`config.mk`:
```
export PLATFORM = sky130hd
export DESIGN_NAME = id_ex_hazard_stage
export DESIGN_NICKNAME = d
export VERILOG_FILES = /design/src/rtl/id_ex_hazard_stage_pkg.sv /design/src/rtl/id_ex_hazard_stage_hazard_unit.sv /design/src/rtl/id_ex_hazard_stage.sv
export SDC_FILE = /design/constraint.sdc
export NUM_CORES = 1
export LEC_CHECK = 0
export ABC_CLOCK_PERIOD_IN_PS = 3400
export BUFFER_PORTS_ARGS = -buffer_cell sky130_fd_sc_hd__buf_2
export CAP_MARGIN = 20
export CORE_AREA = 4 4 136 138
export CTS_BUF_LIST = sky130_fd_sc_hd__clkbuf_8
export CTS_CLUSTER_DIAMETER = 200
export DETAILED_ROUTE_END_ITERATION = 8
export DIE_AREA = 0 0 140 142
export GPL_TIMING_DRIVEN = 0
export PLACE_DENSITY = 0.69
export SYNTH_ARGS = -nofsm -noshare
export SYNTH_HDL_FRONTEND = slang
export SYNTH_SLANG_ARGS = --single-unit
```
`constraint.sdc`:
```
create_clock -name clk -period 3.4 [get_ports clk]
set_clock_uncertainty 0.15 [all_clocks]
set_input_delay 0.34 -clock clk [delete_from_list [all_inputs] [get_ports clk]]
set_output_delay 0.34 -clock clk [all_outputs]
set_load 0.02 [all_outputs]
```
`src/rtl/id_ex_hazard_stage_pkg.sv`:
```
// Shared definitions for the ID/EX stage: control word layout and bubble value.
package id_ex_hazard_stage_pkg;

    localparam int CTRL_W     = 13;
    localparam int REG_ADDR_W = 5;

    localparam int CTRL_JAL       = 12;
    localparam int CTRL_JUMP      = 11;
    localparam int CTRL_REGDST    = 10;
    localparam int CTRL_ALUSRC    = 9;
    localparam int CTRL_MEMTOREG  = 8;
    localparam int CTRL_REGWRITE  = 7;
    localparam int CTRL_MEMREAD   = 6;
    localparam int CTRL_MEMWRITE  = 5;
    localparam int CTRL_BNE       = 4;
    localparam int CTRL_BEQ       = 3;
    localparam int CTRL_ALUOP_MSB = 2;
    localparam int CTRL_ALUOP_LSB = 0;

    // An all-zero word disables every write, memory access, branch and jump.
    localparam logic [CTRL_W-1:0] CTRL_BUBBLE = '0;

endpackage

```
`src/rtl/id_ex_hazard_stage_hazard_unit.sv`:
```
// Load-use hazard detection: stalls PC and IF/ID when the instruction in ID
// needs the register a load in EX is about to write.
module load_use_hazard_unit
    import id_ex_hazard_stage_pkg::*;
(
    input  logic                  EX_MemRead,
    input  logic [REG_ADDR_W-1:0] EX_Rt,
    input  logic [REG_ADDR_W-1:0] ID_Rs,
    input  logic [REG_ADDR_W-1:0] ID_Rt,
    input  logic                  flush,
    output logic                  Stall,
    output logic                  PCWrite,
    output logic                  IF_IDWrite
);

    logic hazard;

    // A load into $0 never produces a value, and a flush kills the dependent
    // instruction anyway, so neither needs a stall.
    always_comb begin
        hazard     = EX_MemRead && (EX_Rt != '0) && ((EX_Rt == ID_Rs) || (EX_Rt == ID_Rt));
        Stall      = hazard && !flush;
        PCWrite    = !Stall;
        IF_IDWrite = !Stall;
    end

endmodule

```
`src/rtl/id_ex_hazard_stage.sv`:
```
// ID/EX pipeline register with load-use bubble insertion, EX-requested flush
// and a saturating stall-cycle counter for performance debug.
module id_ex_hazard_stage
    import id_ex_hazard_stage_pkg::*;
#(
    parameter int WORD_LENGTH = 32,
    parameter int STALL_CNT_W = 16
) (
    input  logic                   clk,
    input  logic                   reset,
    input  logic                   flush,
    input  logic [CTRL_W-1:0]      ID_Control,
    input  logic [WORD_LENGTH-1:0] ID_PC4,
    input  logic [WORD_LENGTH-1:0] ID_ReadData1,
    input  logic [WORD_LENGTH-1:0] ID_ReadData2,
    input  logic [WORD_LENGTH-1:0] ID_Imm,
    input  logic [4:0]             ID_Rs,
    input  logic [4:0]             ID_Rt,
    input  logic [4:0]             ID_Rd,
    input  logic [4:0]             ID_Shamt,
    input  logic [5:0]             ID_Funct,
    output logic [CTRL_W-1:0]      EX_Control,
    output logic [WORD_LENGTH-1:0] EX_PC4,
    output logic [WORD_LENGTH-1:0] EX_ReadData1,
    output logic [WORD_LENGTH-1:0] EX_ReadData2,
    output logic [WORD_LENGTH-1:0] EX_Imm,
    output logic [4:0]             EX_Rs,
    output logic [4:0]             EX_Rt,
    output logic [4:0]             EX_Rd,
    output logic [4:0]             EX_Shamt,
    output logic [5:0]             EX_Funct,
    output logic                   Stall,
    output logic                   PCWrite,
    output logic                   IF_IDWrite,
    output logic [STALL_CNT_W-1:0] StallCount
);

    localparam logic [STALL_CNT_W-1:0] STALL_CNT_MAX = '1;

    logic [CTRL_W-1:0] controlNext;

    load_use_hazard_unit hazardUnit (
        .EX_MemRead (EX_Control[CTRL_MEMREAD]),
        .EX_Rt      (EX_Rt),
        .ID_Rs      (ID_Rs),
        .ID_Rt      (ID_Rt),
        .flush      (flush),
        .Stall      (Stall),
        .PCWrite    (PCWrite),
        .IF_IDWrite (IF_IDWrite)
    );

    // Flush and stall both turn the entering instruction into a bubble.
    always_comb begin
        controlNext = ID_Control;
        if (flush || Stall) begin
            controlNext = CTRL_BUBBLE;
        end
    end

    // Pipeline register; data fields load every cycle since a bubble ignores them.
    always_ff @(posedge clk) begin
        if (reset) begin
            EX_Control   <= CTRL_BUBBLE;
            EX_PC4       <= '0;
            EX_ReadData1 <= '0;
            EX_ReadData2 <= '0;
            EX_Imm       <= '0;
            EX_Rs        <= '0;
            EX_Rt        <= '0;
            EX_Rd        <= '0;
            EX_Shamt     <= '0;
            EX_Funct     <= '0;
        end else begin
            EX_Control   <= controlNext;
            EX_PC4       <= ID_PC4;
            EX_ReadData1 <= ID_ReadData1;
            EX_ReadData2 <= ID_ReadData2;
            EX_Imm       <= ID_Imm;
            EX_Rs        <= ID_Rs;
            EX_Rt        <= ID_Rt;
            EX_Rd        <= ID_Rd;
            EX_Shamt     <= ID_Shamt;
            EX_Funct     <= ID_Funct;
        end
    end

    // Stall-cycle counter that sticks at all-ones instead of wrapping.
    always_ff @(posedge clk) begin
        if (reset) begin
            StallCount <= '0;
        end else if (Stall && (StallCount != STALL_CNT_MAX)) begin
            StallCount <= StallCount + STALL_CNT_W'(1);
        end
    end

endmodule

```
==> results of run 1 <==
==> metal layers <==
metal / track usage / part of all wire / up-vias
met5: 0 / 0 / -
met4: 0.07700 / 0.024 / 0
met3: 0.07023 / 0.096 / 31
met2: 0.3553 / 0.51 / 268
met1: 0.2003 / 0.37 / 2428
li1: - / - / 2637
==> timing repair <==
item,4_1_cts,5_1_grt
setup endpoints to repair,0,0
gates resized for setup,0,0
hold buffers,165,1
endpoints found under the hold margin,165,1
==> path summary, 6_finish.rpt <==
kind                                         to       startpoint  slack [ps]
worst max-delay path                    PCWrite         ID_Rs[2]         380
worst min-delay path            EX_ReadData1[4]  ID_ReadData1[4]          70
worst min register to register    StallCount[5]    StallCount[5]         360
worst max register to register    EX_Control[2]         EX_Rt[0]        1080
==> cell families (layout without fill, tap and decap cells) <==
logic type	count (synthesis)	in the layout	synth area share
buffers and inverters	31	583	0.02701
and+or+nand+nor	226	226	0.2536
DFF	183	183	0.6537
adders and majority gates	1	1	0.002232
other	0	4	0
AOI/OAI and AO/OA	27	27	0.03729
muxes	5	5	0.01049
xor gates and xnor gates	10	10	0.01563
==> where the power goes <==
group          internal (uW)  switching, uW
combinational            328            320
clock                    779            809
sequential              2250           30.0
total                   3350           1160
==> Yosys cell counts, types with 2 or more instances <==
library cell  number
a21oi_1            9
nor2b_1          158
o31ai_1            9
mux2_2             3
and2_1            13
buf_2              2
nor2_1             7
nand2b_1           2
or4_2              4
nand2_1            4
clkbuf_1          19
or4_1              6
nand4_1            6
buf_4              3
and3_1             4
xor2_1            10
or3_1              2
nand3_1            8
dfxtp_1          183
nor4_1             4
inv_1              5
o21ai_0            2
==> registers in the layout (all words and copies together), names as in the netlist <==
name and flops:
EX_ReadData2 32, EX_Rd 5, EX_PC4 32, StallCount 16
EX_Control 13, EX_Rs 5, EX_Shamt 5, EX_ReadData1 32
EX_Imm 32, EX_Rt 5, EX_Funct 6
==> cell type report <==
class	count	area, um2	share of cell area
diodes	4	10.01	0.001026
plain buffers	26	132.6	0.01359
clock buffers	19	261.5	0.02679
clock inverters	12	165.2	0.01692
inverters	5	18.77	0.001923
multi-input cells	269	1789	0.1833
flip-flops and latches	183	3664	0.3753
well taps	225	281.5	0.02884
repair buffers	521	3438	0.3523
==> metrics by stage <==
| stage | worst slack [ps] | power (uW) | cells | util |
|---|---|---|---|---|
| after floorplan | 1157 | 2577 | 483 | - |
| after global placement | 981.9 | 2808 | 1063 | 0.4461 |
| after detailed placement | 958.7 | 2814 | 1063 | 0.4461 |
| after CTS | 352.3 | 4558 | 1259 | 0.5671 |
| after global routing | 273.8 | 4721 | 1261 | 0.5678 |
| final | 380.0 | 4511 | 1264 | 0.5683 |
==> reports/qor.txt, run 1 <==
status: finished, final reports clean
asr flop ratio synth: 0
Slew HR: 0.5424
register bit total from synthesis: 183
Worst path max stage delay: 560 ps
Via density: 4.244
Mapped Cells: 483
Clock H-tree levels: 4
final wirelength: 19760 um
worst endpoint data arrival time: 2530 ps
Nets: 1194
synthesis warning total: 0
setup TNS: 0 ps
Area Overhead vs Synth: 74.17%
top cells by area, synth: dfxtp_1, nor2b_1, xor2_1
vias in the first global route: 5770
total track usage: 0.1932
Distinct cells, synth: 42
antenna violations before repair: 2
hold depth: 2
worst slew pin tran: 686.4 ps
number of CTS-inserted buffers: 17
leakage power: 0.004656 uW
crit-path most repeated cell: buf_2
peak supply drop: 0.3018 mV
Fin Hold WS: 72.18 ps
PD cells: 462.2 mW/mm2
commonest non-fill, non-tap cell in the layout: buf_2
final hold violations: 0
sequential-to-total area share from yosys stat: 0.6537
number of max-cap violations: 0
Post-CTS Setup Repair Bufs: 0
Die Wd: 140 um
GP Congestion: 0.8407
Detail Route Antenna Nets: 0
DR vias: 5364
drt pass-1 iters: 5
num ports: 356
Residual DRC: 0
critical-path cell list: dlygate4sd3_1 -> buf_2 -> xor2_1 -> nor3_2 -> a22oi_2 -> clkbuf_8 -> or3_1 -> buf_4 -> buf_2
1st-iter DRT viols: 162
count of final setup violators: 0
share of layout cells above drive strength 1: 0.3942
CTS tree: done
Main synth FF type: dfxtp_1
commonest non-fill, non-tap cells in the layout: buf_2, dfxtp_1, dlygate4sd3_1, nor2b_1, clkbuf_8
area of the mapped netlist: 0.005604 mm2
top-area cell type share of the netlist area: 0.6537
Worst-Skew Late Latency: 440 ps
CP Data Required Time: 2910 ps
final instance area: 0.009761 mm2
Hold Crit Class: in -> reg
pins over their slew limit: 0
Final period util: 0.8882
hpwl dp: 13330 um
Critical Setup Path Class: in -> out
Clock Path Buffers: 2
Peak Freq: 331.1 MHz
Crit path max-delay family: buffers and inverters
core area: 0.01718 mm2
count of clock tree sinks: 183
buffers added on ports: 355
grt total ovfl: 0
die footprint: 0.01988 mm2
Min Clock Period, post-route: 3020 ps
Startpoint Class: primary input
CP Buf/Inv Count: 5
die height: 142 um
RSZ-0062 raised after global routing: no
largest net degree at the start of global routing: 17
Mapped Avg Cell Area: 11.60 um2
Worst R2R Path Depth: 5
CP Max Fanout: 10
Stages on worst setup path: 9
Worst-path clk slew: 90 ps
synthesized net count: 654
Crit-path slowest cell: dlygate4sd3_1
Layout fillers: 1466
Initial Utilization: 0.3263
cell row count: 48
area leader, netlist: dfxtp_1
CP endpoint kind: primary output
Post-DP Area: 0.007662 mm2
WL per Instance: 15.63 um
number of flops mapped to enable cells by yosys: 0
first-pass GRT wire length: 30420 um
CTS root buffer: clkbuf_8
(Power assumes the default switching activity.)
==> run 2: changes to the inputs <==
- CORE_AREA: 4 4 136 138 -> 4 4 137 139
- DIE_AREA: 0 0 140 142 -> 0 0 141 143
- PLACE_DENSITY: 0.69 -> 0.68
==> run 2 against run 1 <==
Clock power down 11%. Worst hold slack worse by 2.7 ps. Clock-buffer cell count down 1. Register-to-register slack better by 70 ps. Sequential cell count unchanged. Die area up 1.4%. Total power down 3.9%. Setup slack worse by 42 ps. Via count up 1.3%. Global-route usage down 1.0 points. Critical path type unchanged.
==> reports/qor.txt, run 2 (synthesized netlist as in run 1, its figures left out) <==
worst slew pin tran: 571.8 ps (-114.6 ps)
final wirelength: 19230 um (-2.7%)
hold path start: ID_Rd[2]
CTS root buffer: clkbuf_8
Layout fillers: 1478 (+0.82%)
die height: 143 um (+0.70%)
setup TNS: 0 ps (unchanged)
Fin Hold WS: 69.46 ps (-2.723 ps)
Via density: 4.297 (+1.3%)
1st-iter DRT viols: 152 (-6.2%)
Crit path max-delay family: buffers and inverters
worst endpoint data arrival time: 2570 ps (+40 ps)
Worst R2R Path Depth: 5 (unchanged)
crit path setup slack, layout: 337.9 ps (-42.06 ps)
cell row count: 49 (+2.1%)
Detail Route Antenna Nets: 0 (unchanged)
Clock H-tree levels: 4 (unchanged)
DR vias: 5436 (+1.3%)
count of final setup violators: 0 (unchanged)
multi-input logic area: 0.001789 mm2 (unchanged)
Worst-Skew Late Latency: 440 ps (about the same)
buffers added on ports: 355 (unchanged)
number of max-cap violations: 0 (unchanged)
hpwl dp: 13000 um (-2.5%)
Residual DRC: 0 (unchanged)
Slew HR: 0.6188 (+0.07639)
critical-path cell list: dlygate4sd3_1 -> buf_2 -> xor2_1 -> nor3_1 -> a22oi_2 -> clkbuf_8 -> or3_1 -> buf_4 -> buf_2
status: finished, final reports clean
final instance area: 0.009714 mm2 (-0.47%)
Peak Freq: 326.6 MHz (-1.4%)
total track usage: 0.1832 (-0.009957)
PD cells: 446.3 mW/mm2 (-3.4%)
vias in the first global route: 5702 (-1.2%)
die footprint: 0.02016 mm2 (+1.4%)
Crit-path slowest cell: dlygate4sd3_1
Area Overhead vs Synth: 73.34%
antenna violations before repair: 2 (unchanged)
RSZ-0062 raised after global routing: no
Hold Path Sink: EX_Rd[2]
Worst-path clk slew: 100 ps (about the same)
Final period util: 0.9006 (+0.01237)
Critical Setup Path Class: in -> out
reg2reg setup slack: 1150 ps (+70 ps)
RR Endpoint: StallCount[10]
first-pass GRT wire length: 29320 um (-3.6%)
leakage power: 0.004637 uW (-0.41%)
commonest non-fill, non-tap cells in the layout: buf_2, dfxtp_1, dlygate4sd3_1, nor2b_1
Hold Crit Class: in -> reg
hold depth: 2 (unchanged)
core area: 0.01766 mm2 (+2.8%)
num ports: 356 (unchanged)
count of clock tree sinks: 183 (unchanged)
GP Congestion: 0.8241 (-2.0%)
grt total ovfl: 0 (unchanged)
commonest non-fill, non-tap cell in the layout: buf_2
largest net degree at the start of global routing: 19 (+2)
pins over their slew limit: 0 (unchanged)
CP Buf/Inv Count: 5 (unchanged)
Startpoint Class: primary input
Post-DP Area: 0.007667 mm2 (about the same)
Sequential Area: 0.003664 mm2 (unchanged)
number of CTS-inserted buffers: 17 (unchanged)
share of layout cells above drive strength 1: 0.3952 (+0.0009662)
CP Data Required Time: 2910 ps (about the same)
CP endpoint kind: primary output
CTS tree: done
crit-path most repeated cell: buf_2
launching point of the worst reg2reg path: StallCount[0]
Die Wd: 141 um (+0.71%)
CP Max Fanout: 10 (unchanged)
Clock Path Buffers: 2 (unchanged)
Nets: 1194 (unchanged)
peak supply drop: 0.2381 mV (-21%)
WL per Instance: 15.20 um (-2.8%)
Worst path max stage delay: 550 ps (about the same)
Initial Utilization: 0.3174 (-0.008878)
Min Clock Period, post-route: 3062 ps (+42.05 ps)
drt pass-1 iters: 4 (-1)
final hold violations: 0 (unchanged)
setup slack after placement: 906.1 ps (-52.64 ps)
run 2: worst register-to-register path: stages (launching register included):
cell	delay, ps
dfxtp_1	470
ha_1	330
nand2_4	130
or3_1	410
nor4b_1	310
mux2_2	370
run 2: power breakdown:
part	leakage [uW]	internal, uW	switching (uW)	total (uW)
clock network	0.000198	565	847	1410
registers	0.00152	2250	30.4	2280
logic	0.00292	328	320	649
run 2: per-stage QoR:
stage	power [uW]	util	cells
3_3_place_gp	2808	0.4342	1067
3_5_place_dp	2815	0.4342	1067
5_1_grt	4531	0.5502	1265
4_1_cts	4379	0.5495	1263
2_1_floorplan	2577	-	483
6_report	4336	0.5502	1265
run 2: cell type report:
| cell class | count | share of cell area |
|---|---|---|
| Buffer | 26 | 0.01365 |
| Antenna cell | 1 | 0.0002576 |
| Multi-Input combinational cell | 269 | 0.1842 |
| Clock buffer | 18 | 0.02550 |
| Clock inverter | 13 | 0.01391 |
| Timing Repair Buffer | 521 | 0.3539 |
| Inverter | 5 | 0.001932 |
| Sequential cell | 183 | 0.3771 |
| Tap cell | 229 | 0.02950 |
run 2: how the worst max path moves through the flow:
| stage | start | endpoint | slack (ps) | depth (start not counted) |
|---|---|---|---|---|
| after global placement | ID_Rt[3] | PCWrite | 950 | 8 |
| final | ID_Rt[3] | PCWrite | 340 | 9 |
| after global routing | ID_Rt[3] | PCWrite | 250 | 9 |
| after CTS | ID_Rt[4] | PCWrite | 330 | 9 |
| after floorplan | EX_Rt[3] | PCWrite | 1160 | 6 |
| after detailed placement | ID_Rt[3] | PCWrite | 910 | 8 |
run 2: what timing repair did:
action / CTS / global route
buffers inserted: 0 / 0
hold buffers: 165 / 1
resized for setup: 0 / 0
hold endpoints to repair: 165 / 1
run 2: per-layer routing:
metal,GRT usage,vias to the layer above,share of wire
li1,-,2646,-
met4,0.06323,2,0.016
met5,0,-,0.00068
met1,0.2003,2499,0.38
met2,0.3218,263,0.50
met3,0.07602,26,0.10
==> run 3: changes to the inputs <==
--- a/config.mk
+++ b/config.mk
@@ -16,4 +16,5 @@
 export GPL_TIMING_DRIVEN = 0
 export PLACE_DENSITY = 0.68
+export SETUP_SLACK_MARGIN = 0.5
 export SYNTH_ARGS = -nofsm -noshare
 export SYNTH_HDL_FRONTEND = slang
--- a/constraint.sdc
+++ b/constraint.sdc
@@ -3,3 +3,3 @@
 set_input_delay 0.34 -clock clk [delete_from_list [all_inputs] [get_ports clk]]
 set_output_delay 0.34 -clock clk [all_outputs]
-set_load 0.02 [all_outputs]
+set_load 0.05 [all_outputs]
==> run 3 against run 2 <==
Register-to-register slack about the same. Clock-buffer cell count did not move. Sequential power barely moved. Clock power about the same. Setup slack improved by 260 ps. Via count is essentially flat. Non-clock buffer count rose by 1. Critical path depth unchanged. Wire length grew 0.57%. Sequential share of layout area about the same.
==> reports/qor.txt, run 3 (synthesized netlist as in run 1, its figures left out) <==
status: finished, final reports clean
Startpoint Class: primary input
share of layout cells above drive strength 1: 0.3967 (+0.001549)
worst endpoint data arrival time: 2310 ps (-260 ps)
GP Congestion: 0.8241 (unchanged)
vias in the first global route: 5743 (+0.72%)
1st-iter DRT viols: 131 (-14%)
final hold violations: 0 (unchanged)
number of max-cap violations: 0 (unchanged)
leakage power: 0.004643 uW (+0.13%)
Peak Freq: 357.2 MHz (+9.4%)
cell row count: 49 (unchanged)
NetSw: 1435 uW (+20%)
peak supply drop: 0.2456 mV (+3.1%)
CP Data Required Time: 2910 ps (about the same)
commonest non-fill, non-tap cell in the layout: buf_2
num ports: 356 (unchanged)
drt pass-1 iters: 4 (unchanged)
multi-input logic area: 0.001794 mm2 (+0.28%)
CP endpoint kind: primary output
buffers added on ports: 355 (unchanged)
Initial Utilization: 0.3174 (unchanged)
final wirelength: 19340 um (+0.57%)
Clk network pwr share: 0.309 (-0.017)
hpwl dp: 13000 um (unchanged)
count of final setup violators: 0 (unchanged)
grt total ovfl: 0 (unchanged)
commonest non-fill, non-tap cells in the layout: buf_2, dfxtp_1, dlygate4sd3_1, nor2b_1
Via density: 4.291 (-0.13%)
count of clock tree sinks: 183 (unchanged)
largest net degree at the start of global routing: 19 (unchanged)
worst slew pin tran: 573.7 ps (+1.913 ps)
pins over their slew limit: 0 (unchanged)
Sequential Area: 0.003664 mm2 (unchanged)
PD cells: 470.3 mW/mm2 (+5.4%)
Worst R2R Path Depth: 5 (unchanged)
first-pass GRT wire length: 29510 um (+0.66%)
Clock Path Buffers: 2 (unchanged)
RSZ-0062 raised after global routing: no
Residual DRC: 0 (unchanged)
power share of the combinational group: 0.194 (+0.044)
Min Clock Period, post-route: 2800 ps (-262.5 ps)
Fin Hold WS: 53.24 ps (-16.22 ps)
total track usage: 0.1849 (+0.001672)
number of CTS-inserted buffers: 17 (unchanged)
core area: 0.01766 mm2 (unchanged)
Final period util: 0.8234 (-0.07721)
die height: 143 um (unchanged)
Worst-Skew Late Latency: 440 ps (about the same)
Reg power frac: 0.497 (-0.028)
Layout fillers: 1474 (-0.27%)
hold depth: 2 (unchanged)
CTS root buffer: clkbuf_8
Critical Setup Path Class: in -> out
DR vias: 5433 (-0.055%)
internal power: 3140 uW (about the same)
Die Wd: 141 um (unchanged)
Detail Route Antenna Nets: 0 (unchanged)
Area Overhead vs Synth: 73.57%
antenna violations before repair: 2 (unchanged)
WL per Instance: 15.27 um (+0.49%)
Sw Share: 0.3138 (+0.03758)
Slew HR: 0.6175 (-0.001276)
Nets: 1195 (+0.084%)
setup TNS: 0 ps (unchanged)
Clock H-tree levels: 4 (unchanged)
CTS tree: done
Hold Crit Class: in -> reg
die footprint: 0.02016 mm2 (unchanged)
Worst-path clk slew: 100 ps (about the same)
CP Max Fanout: 10 (unchanged)
## run 3: cell type report
| class | count | share of cell area |
|---|---|---|
| Buffer | 26 | 0.01364 |
| Sequential cell | 183 | 0.3766 |
| Clock buffer | 18 | 0.02547 |
| Timing Repair Buffer | 522 | 0.3543 |
| Inverter | 5 | 0.001930 |
| Multi-Input combinational cell | 269 | 0.1845 |
| Clock inverter | 13 | 0.01389 |
| Antenna cell | 1 | 0.0002573 |
| Tap cell | 229 | 0.02946 |
## run 3: repair_timing
| item | 4_1_cts | 5_1_grt |
|---|---|---|
| setup endpoints to repair | 3 | 1 |
| pin swaps | 1 | 0 |
| gates resized for setup | 0 | 1 |
| setup buffers | 1 | 0 |
| hold endpoints to repair | 165 | 1 |
| hold buffers | 165 | 1 |
## run 3: path summary, 6_finish.rpt
| check | start | endpoint | slack, ps |
|---|---|---|---|
| worst max-delay path | ID_Rs[1] | PCWrite | 600 |
| worst min-delay path | ID_Rd[2] | EX_Rd[2] | 50 |
| worst min register to register | StallCount[5] | StallCount[5] | 380 |
| worst max register to register | EX_Rt[0] | EX_Control[6] | 1150 |
## run 3: metal layers
metal,GRT usage,wire length (um),vias up
met1,0.2018,7406,2507
met2,0.3274,9680,256
met3,0.07401,1887,30
met5,0,13,-
met4,0.06323,347,2
li1,-,-,2638
## run 3: through the flow
step,instance area (um2),power [uW],setup WS [ps],cells,util
after floorplan,5604,2811,597.0,483,-
after global placement,7667,3043,866.0,1067,0.4342
after detailed placement,7667,3050,853.2,1067,0.4342
after CTS,9709,4615,545.0,1264,0.5499
after global routing,9727,4769,512.5,1266,0.5509
final,9727,4575,600.5,1266,0.5509
## run 3: worst max-delay path, cell delays in order
cell           delay, ps
dlygate4sd3_1        550
buf_2                140
xor2_1               140
nor2_1               120
a22oi_2              120
clkbuf_8             190
or3_4                360
buf_4                140
buf_2                200
## run 3: power groups by stage
stage / registers [uW] / clock network [uW] / logic (uW)
detailed placement: 2320 / 0 / 726
finish: 2280 / 1410 / 885
CTS: 2280 / 1460 / 878
floorplan: 2690 / 0 / 121
global placement: 2320 / 0 / 723
global route: 2290 / 1550 / 934
